**src/rtl/vga_sync_gen_pkg.sv**
```systemverilog
// Shared VGA timing defaults and scan-axis state encoding for the display path.
// Renderers and the sync generator import these so every block agrees on one timing set.
package vga_sync_gen_pkg;

    localparam int H_ACTIVE_DEF = 640;
    localparam int H_FRONT_DEF  = 16;
    localparam int H_SYNC_DEF   = 96;
    localparam int H_BACK_DEF   = 48;

    localparam int V_ACTIVE_DEF = 480;
    localparam int V_FRONT_DEF  = 10;
    localparam int V_SYNC_DEF   = 2;
    localparam int V_BACK_DEF   = 33;

    localparam int CNT_W     = 10;
    localparam int MAX_TOTAL = 1 << CNT_W;

    typedef enum logic [1:0] {
        ST_ACTIVE = 2'd0,
        ST_FRONT  = 2'd1,
        ST_SYNC   = 2'd2,
        ST_BACK   = 2'd3
    } axis_state_t;

    function automatic logic sync_level(input axis_state_t st, input logic pol);
        return (st == ST_SYNC) ? pol : ~pol;
    endfunction

endpackage

```
**src/rtl/vga_sync_gen_axis_timer.sv**
```systemverilog
// One scan axis: position counter plus ACTIVE/FRONT/SYNC/BACK phase tracker.
// Used once for the horizontal axis and once for the vertical axis.
module vga_axis_timer
    import vga_sync_gen_pkg::*;
#(
    parameter int   ACTIVE   = H_ACTIVE_DEF,
    parameter int   FRONT    = H_FRONT_DEF,
    parameter int   SYNC     = H_SYNC_DEF,
    parameter int   BACK     = H_BACK_DEF,
    parameter logic SYNC_POL = 1'b0
) (
    input  logic             clk,
    input  logic             reset,
    input  logic             clear,
    input  logic             step,
    output logic [CNT_W-1:0] count,
    output axis_state_t      state,
    output logic             wrap_next,
    output logic             sync,
    output logic             active,
    output logic             active_next
);

    localparam int TOTAL = ACTIVE + FRONT + SYNC + BACK;

    localparam logic [CNT_W-1:0] LAST       = CNT_W'(TOTAL - 1);
    localparam logic [CNT_W-1:0] END_ACTIVE = CNT_W'(ACTIVE - 1);
    localparam logic [CNT_W-1:0] END_FRONT  = CNT_W'(ACTIVE + FRONT - 1);
    localparam logic [CNT_W-1:0] END_SYNC   = CNT_W'(ACTIVE + FRONT + SYNC - 1);

    if (TOTAL > MAX_TOTAL || ACTIVE < 1 || FRONT < 1 || SYNC < 1 || BACK < 1) begin : g_bad_timing
        $error("vga_axis_timer: each phase must be >= 1 and the total <= 1024");
    end

    logic [CNT_W-1:0] count_nxt;
    axis_state_t      state_nxt;

    assign wrap_next = (count == LAST);

    always_comb begin
        count_nxt = count;
        state_nxt = state;
        if (clear) begin
            count_nxt = LAST;
            state_nxt = ST_BACK;
        end else if (step) begin
            count_nxt = wrap_next ? '0 : count + 1'b1;
            case (state)
                ST_ACTIVE: if (count == END_ACTIVE) state_nxt = ST_FRONT;
                ST_FRONT:  if (count == END_FRONT)  state_nxt = ST_SYNC;
                ST_SYNC:   if (count == END_SYNC)   state_nxt = ST_BACK;
                ST_BACK:   if (wrap_next)           state_nxt = ST_ACTIVE;
                default:                            state_nxt = ST_BACK;
            endcase
        end
    end

    // Parent registers this with the other axis so video_on comes straight from a flop.
    assign active_next = (state_nxt == ST_ACTIVE);

    always_ff @(posedge clk or posedge reset) begin
        if (reset) begin
            count  <= LAST;
            state  <= ST_BACK;
            sync   <= ~SYNC_POL;
            active <= 1'b0;
        end else begin
            count  <= count_nxt;
            state  <= state_nxt;
            sync   <= sync_level(state_nxt, SYNC_POL);
            active <= active_next;
        end
    end

endmodule

```
**src/rtl/vga_sync_gen.sv**
```systemverilog
// 640x480 VGA timing controller: pixel-rate divider, H/V scan counters, registered
// sync, blanking and scan-position strobes, all updating on the same edge as the counters.
module vga_sync_gen
    import vga_sync_gen_pkg::*;
#(
    parameter int   H_ACTIVE = H_ACTIVE_DEF,
    parameter int   H_FRONT  = H_FRONT_DEF,
    parameter int   H_SYNC   = H_SYNC_DEF,
    parameter int   H_BACK   = H_BACK_DEF,
    parameter int   V_ACTIVE = V_ACTIVE_DEF,
    parameter int   V_FRONT  = V_FRONT_DEF,
    parameter int   V_SYNC   = V_SYNC_DEF,
    parameter int   V_BACK   = V_BACK_DEF,
    parameter int   CLK_DIV  = 2,
    parameter logic SYNC_POL = 1'b0
) (
    input  logic             clk,
    input  logic             reset,
    input  logic             enable,
    output logic [CNT_W-1:0] CounterX,
    output logic [CNT_W-1:0] CounterY,
    output logic             hsync,
    output logic             vsync,
    output logic             video_on,
    output logic             pix_tick,
    output logic             line_start,
    output logic             frame_start
);

    if (CLK_DIV < 1 || CLK_DIV > 16) begin : g_bad_div
        $error("vga_sync_gen: CLK_DIV must be in 1..16");
    end

    localparam logic [3:0] DIV_LAST = 4'(CLK_DIV - 1);

    logic [3:0]       div_cnt;
    logic             clear;
    logic             pix_step;
    logic             v_step;

    logic [CNT_W-1:0] h_count, v_count;
    axis_state_t      h_state, v_state;
    logic             h_wrap_next, v_wrap_next;
    logic             h_sync, v_sync;
    logic             h_active, v_active;
    logic             h_active_next, v_active_next;

    assign clear    = ~enable;
    assign pix_step = enable & (div_cnt == DIV_LAST);
    assign v_step   = pix_step & h_wrap_next;

    always_ff @(posedge clk or posedge reset) begin
        if (reset) begin
            div_cnt <= '0;
        end else if (clear || pix_step) begin
            div_cnt <= '0;
        end else begin
            div_cnt <= div_cnt + 1'b1;
        end
    end

    vga_axis_timer #(
        .ACTIVE   (H_ACTIVE),
        .FRONT    (H_FRONT),
        .SYNC     (H_SYNC),
        .BACK     (H_BACK),
        .SYNC_POL (SYNC_POL)
    ) u_h_timer (
        .clk         (clk),
        .reset       (reset),
        .clear       (clear),
        .step        (pix_step),
        .count       (h_count),
        .state       (h_state),
        .wrap_next   (h_wrap_next),
        .sync        (h_sync),
        .active      (h_active),
        .active_next (h_active_next)
    );

    vga_axis_timer #(
        .ACTIVE   (V_ACTIVE),
        .FRONT    (V_FRONT),
        .SYNC     (V_SYNC),
        .BACK     (V_BACK),
        .SYNC_POL (SYNC_POL)
    ) u_v_timer (
        .clk         (clk),
        .reset       (reset),
        .clear       (clear),
        .step        (v_step),
        .count       (v_count),
        .state       (v_state),
        .wrap_next   (v_wrap_next),
        .sync        (v_sync),
        .active      (v_active),
        .active_next (v_active_next)
    );

    assign CounterX = h_count;
    assign CounterY = v_count;
    assign hsync    = h_sync;
    assign vsync    = v_sync;

    // Strobes are computed from pre-edge wrap flags so they land with the new counter value.
    always_ff @(posedge clk or posedge reset) begin
        if (reset) begin
            video_on    <= 1'b0;
            pix_tick    <= 1'b0;
            line_start  <= 1'b0;
            frame_start <= 1'b0;
        end else begin
            video_on    <= h_active_next & v_active_next;
            pix_tick    <= pix_step;
            line_start  <= v_step;
            frame_start <= v_step & v_wrap_next;
        end
    end

    a_video_on: assert property (@(posedge clk) disable iff (reset)
        video_on == (h_active && v_active));
    a_h_state: assert property (@(posedge clk) disable iff (reset)
        (h_state == ST_ACTIVE) == h_active);
    a_v_state: assert property (@(posedge clk) disable iff (reset)
        (v_state == ST_ACTIVE) == v_active);

endmodule

```
**config.mk**
```make
export PLATFORM = sky130hd
export DESIGN_NAME = vga_sync_gen
export DESIGN_NICKNAME = d
export VERILOG_FILES = /design/src/rtl/vga_sync_gen_pkg.sv /design/src/rtl/vga_sync_gen_axis_timer.sv /design/src/rtl/vga_sync_gen.sv
export SDC_FILE = /design/constraint.sdc
export NUM_CORES = 1
export LEC_CHECK = 0
export CAP_MARGIN = 25
export CELL_PAD_IN_SITES_DETAIL_PLACEMENT = 1
export CELL_PAD_IN_SITES_GLOBAL_PLACEMENT = 1
export CORE_MARGIN = 5
export CORE_UTILIZATION = 41
export CTS_CLUSTER_SIZE = 25
export DETAILED_ROUTE_END_ITERATION = 8
export PLACE_DENSITY = 0.82
export SETUP_SLACK_MARGIN = 0.15
export SYNTH_ARGS = -nofsm -noshare
export SYNTH_HDL_FRONTEND = slang
export SYNTH_SLANG_ARGS = --single-unit
```
**constraint.sdc**
```tcl
create_clock -name clk -period 2.9 [get_ports clk]
set_input_delay 0.725 -clock clk [delete_from_list [all_inputs] [get_ports clk]]
set_output_delay 0.725 -clock clk [all_outputs]
set_load 0.1 [all_outputs]
```
# == Yosys cells after proc, flatten, opt, wreduce, memory -nomap -nowiden ==
# Cells that the tools add are included.
# classes
n_bitwise,5
addsub,3
reduce_logical,5
n_eq_ne,19
muxes,23
# op_table
op,n
$mux W10,6
$eq A10 B10 Y1 const B,5
$eq A10 B9 Y1 const B,3
$mux W2,12
$add A10 B1 Y10 const B,2
$pmux W2 S4,2
$eq A2 B2 Y1 const B,6
$logic_not A2 Y1,4
$add A4 B1 Y4 const B,1
$and A1 B1 Y1,4
$eq A2 B1 Y1 const B,2
$eq A4 B1 Y1 const B,1
$mux W4,1
$ne A2 B1 Y1 const B,2
$mux W1,2
$logic_or A1 B1 Y1,1
$not A1 Y1,1
# totals
word_cells,66
regBits,34
inputBits,3
out_inout_bits,26

# == Logic depth before layout (Yosys ltp) ==
# depth
ltp_word,7
depth_mapped,8
depth_no_buf,7

# == Modules after synthesis ==
# Synthesis repeated with hierarchy kept, for this count alone.
# unflattened
hier_cells,204
area_unflattened_um2,2054.5
# by_module_without_submodules
mod,area_per_inst_um2,cells_each,seq_area_each_um2,n_inst
vga_axis_timer at u_v_timer,864.6,93,357.8,1
vga_axis_timer at u_h_timer,847.1,82,362.8,1
vga_sync_gen,342.8,29,200.2,1

# == Worst setup path after synthesis ==
# Ideal clock, no wire load.
# synth_path
kind,reg2reg
from,register u_v_timer.count[0]
to,register u_v_timer.count[8]
synth_period_minus_slack_ps,2506
path_slack_ps,394
stages_incl_launch_ff,8
arrival_time_ps,2428
n_path_buf,1
setup_time_ps,78
t_required_ps,2822
cell_sequence,dfrtp_1 -> inv_1 -> ha_1 -> and3b_1 -> and4b_1 -> clkbuf_1 -> or4_1 -> a21oi_1
# synth_between
elab_chain_cells,4
elab_cells_between_ends,5
cone_classes,add/sub (1); eq/ne (1); mux (3)
# synth_lines
item,line,text
start: declaration,vga_sync_gen_axis_timer.sv:16,"output logic [CNT_W-1:0] count,"
start signal: assignment,vga_sync_gen_axis_timer.sv:68,count <= count_nxt;
$add A10 B1 Y10 / $eq A10 B10 Y1 (equally long branches),"vga_sync_gen_axis_timer.sv:47, vga_sync_gen_axis_timer.sv:38",
$mux W10 *,vga_sync_gen_axis_timer.sv:47,count_nxt = wrap_next ? '0 : count + 1'b1;
$mux W10 *,vga_sync_gen_axis_timer.sv:46,end else if (step) begin
$mux W10 *,vga_sync_gen_axis_timer.sv:43,if (clear) begin
# Mark *: on every way between the ends. The rest lies on a longest branch, timed or not. The select of a mux whose other input is x is not followed.
# A chain may end at the register's enable or synchronous reset.

# == Worst setup path in the final report ==
# layout_path
from,register u_h_timer.count[0]
to,register u_v_timer.count[6]
# layout_between
elab_chain_cells,3
# layout_lines
item,line,text
start: declaration,vga_sync_gen_axis_timer.sv:16,
start signal: assignment,vga_sync_gen_axis_timer.sv:68,
$eq A10 B10 Y1,vga_sync_gen_axis_timer.sv:38,assign wrap_next = (count == LAST);
$and A1 B1 Y1,vga_sync_gen.sv:50,assign v_step = pix_step & h_wrap_next;
$ne A2 B1 Y1 (no source line),-,
# No other way between the ends.

==> results.md <==
- CP max FO: 7
- Root Buffer: clkbuf_8
- Per-cell routed wire length: ~18 um
- Pin count of the biggest net entering global routing: 35
- Switching power share of the total: 40.1%
- Power Total: between 1000 and 1500 uW
- Mapped cell area: 0.00195 mm2
- Worst flop-to-flop path endpoint: u_v_timer.count[6]
- Area Growth Syn to Fin: 19.5%
- Comb pwr share: between 30% and 40%
- Internal reg-to-reg setup slack: roughly 0.60 ns
- CTS Buf Count: 5
- Status: finished clean
- Setup bufs post-CTS: 0
- Die Span Y: a little under 80 um
- Largest area contributor in the netlist: dfrtp_1
- Total clock sinks: 34
- Dpl cells: roughly 280
- Clk pwr share: 26.1%
- Routed vias/inst: 5.98
- Initial DRC Count: 88
- Clk buf depth: 2
- PwrDens: 609 mW/mm2
- Final Max Tran Viols: 0
- Syn Nets: 211
- Residual DRC: 0
- Most used flip-flop cell after synthesis: dfrtp_1
- DR vias: 1,739
- Global-route wire length before repair: around 9100 um
- Gate Count Post-Synth: about 200
- P_sw: ~570 uW
- Hold violation total from the final report: 0
- RSZ-0062 raised after global routing: no
- Most frequent cell after synthesis: nand2_1
- Synth warn: 0
- CTS tree: done
- Max Freq: between 0.4 and 0.5 GHz
- Met1 wire length: around 2400 um
- Drt pass-1 iters: 4
- Yosys top cell area share: a little under a quarter
- DP HPWL: roughly 3800 um
- Flop pwr share: about two fifths
- Top cells by count, synth: 23 x nand2_1, 18 x dfrtp_1, 16 x dfstp_2
- CP required: between 3 and 4 ns
- WHS Path Cells: 1
- Antenna viol nets, final: 0
- Worst-Margin Slew: 0.494 ns
- Setup_tns: 0 ns
- Area contributors post-synth: dfrtp_1 23%, dfstp_2 22%, nand2_1 4.4%
- Setup violations, final: 0
- Core box area: 0.00466 mm2
- Setup Crit Path Kind: flip-flop to flip-flop
- Gpl congestion: roughly 0.80
- Layout cells sized above 1: a little under 30%
- Clock Skew: 0.00571 ns
- Hold crit path type: flip-flop to flip-flop
- WP data arrival: ~2.5 ns
- PostCTS Resize Cnt: 0
- Met3 wire length: 158 um
- Critical path capture point type: flip-flop
- Peak VDD IR: 0.316 mV
- P_leak: about 0.0010 uW
- Die width: a little under 80 um
- GRT overflow: 0
- Initial core utilization: between 40% and 50%
- Post-synthesis async set-or-reset flop share: 100%
- Rows: 25
- Crit path time final: around 2.3 ns
- R2R Path Start: u_h_timer.count[0]
- Hold Crit Endpoint: div_cnt[0]
- #FFs+latches synth: 34
- Worst skew pair latency: around 0.29 ns
- Slew headroom: 66.8%
- Total Wirelength: about 5400 um
- Highest routed layer: met4
- Util after Layout: between 50% and 60%
- PortBufs: 28
- Library cells used by synthesis: between 50 and 60
- Fin cells: just under 300
- Min-Delay Startpoint: div_cnt[0]
- Total GRT Usage: a little under a fifth
- Routed wl met2: about 2700 um
- # nets final: about 250
- Synthesized area per cell: roughly 9.7 um2
- Die ar.: around 0.0062 mm2
- Crit path launch type: flip-flop
- Ports: 29
- Max Cap Viol: 0
- Int Power: 851 uW
- Cts hold-fix bufs: 0
- Post-synthesis sequential area ratio: between 40% and 50%
- H-tree depth: 2
- Vias in the first global route: 1,806
- Final critical-path share of the clock period: between 70% and 80%
- Number of diodes: 0
- Clk pin slew, worst setup/hold paths: 0.07 ns
- Worst reg-to-reg path cell count: 6
- Post-synth EDFFs: 0
- Initial antenna violation count: 0
==> registers in the layout (all words and copies together) (netlist names) <==
signal	count
div_cnt	4
u_h_timer.sync	1
u_v_timer.count	10
u_v_timer.state	2
line_start	1
u_v_timer.sync	1
u_h_timer.state	2
pix_tick	1
frame_start	1
u_h_timer.count	10
video_on	1
==> cell families after synthesis <==
family	Yosys count	share of synthesized area, %
flops	34	44.6
buf+inv	19	4.68
compound gates	49	17.6
mux	1	0.577
simple gates	89	26.9
fa+ha+maj	6	3.85
xor+xnor	4	1.80
==> cell usage in the layout, fill, tap and decap left out, types with 3 or more instances in the layout <==
master	instances
ha_1	6
nand3_1	6
or3_1	3
or3b_2	3
dfrtp_1	18
nand2_1	23
and3_1	5
inv_1	10
clkbuf_8	6
buf_4	34
nand4_1	5
nor3_1	5
o311ai_0	3
and2_1	3
o21ai_0	12
nor2_1	15
a21oi_1	9
a31oi_1	6
xor2_1	3
dfstp_2	16
==> layer usage <==
layer / track usage (%) / up-vias
met5: 0 / -
met4: 7.39 / 0
met3: 3.97 / 9
met2: 31.6 / 28
met1: 23.5 / 887
li1: - / 815
==> through the flow <==
| stage | area [um2] | setup slack [ns] | hold WS, ns |
|---|---|---|---|
| 3_5_place_dp | 2240 | 0.317 | 0.499 |
| 3_3_place_gp | 2240 | 0.396 | 0.474 |
| 2_1_floorplan | 1950 | 0.394 | 0.451 |
| 4_1_cts | 2330 | 0.566 | 0.515 |
| 5_1_grt | 2330 | 0.433 | 0.533 |
| 6_report | 2330 | 0.603 | 0.508 |
==> layout make-up <==
cell class	instances	area [um2]
Clock buffer	7	86.3
Clock inverter	1	5.00
Fill cell	565	2330
Inverter	10	37.5
Multi-Input combinational cell	149	990
Sequential cell	34	871
Tap cell	54	67.6
Timing Repair Buffer	36	275
==> worst max-delay path by stage <==
stage                                  start                  to  slack [ns]  cells past startpoint
after floorplan           u_v_timer.count[0]  u_v_timer.count[8]        0.39                      7
after global placement                enable  u_v_timer.count[8]        0.40                      7
after detailed placement              enable  u_v_timer.count[6]        0.32                      6
after CTS                 u_h_timer.count[0]  u_v_timer.count[6]        0.57                      6
after global routing      u_h_timer.count[0]  u_v_timer.count[6]        0.43                      7
final                     u_h_timer.count[0]  u_v_timer.count[6]        0.60                      6
==> power groups by stage <==
stage	Sequential [uW]	Clock, uW	Combinational, uW
final	572	371	477
after global routing	580	413	510
after CTS	572	389	482
after detailed placement	579	0	480
after global placement	577	0	474
after floorplan	751	0	186
==> worst max-delay path, stage by stage, from the launching register on <==
cell and delay, ns:
dfstp_2 0.57, ha_1 0.22, nand4_1 0.23, nor3_1 0.45
nand2_1 0.30, o21a_1 0.25, o21a_1 0.18
Power figures use the tool's default switching activity.
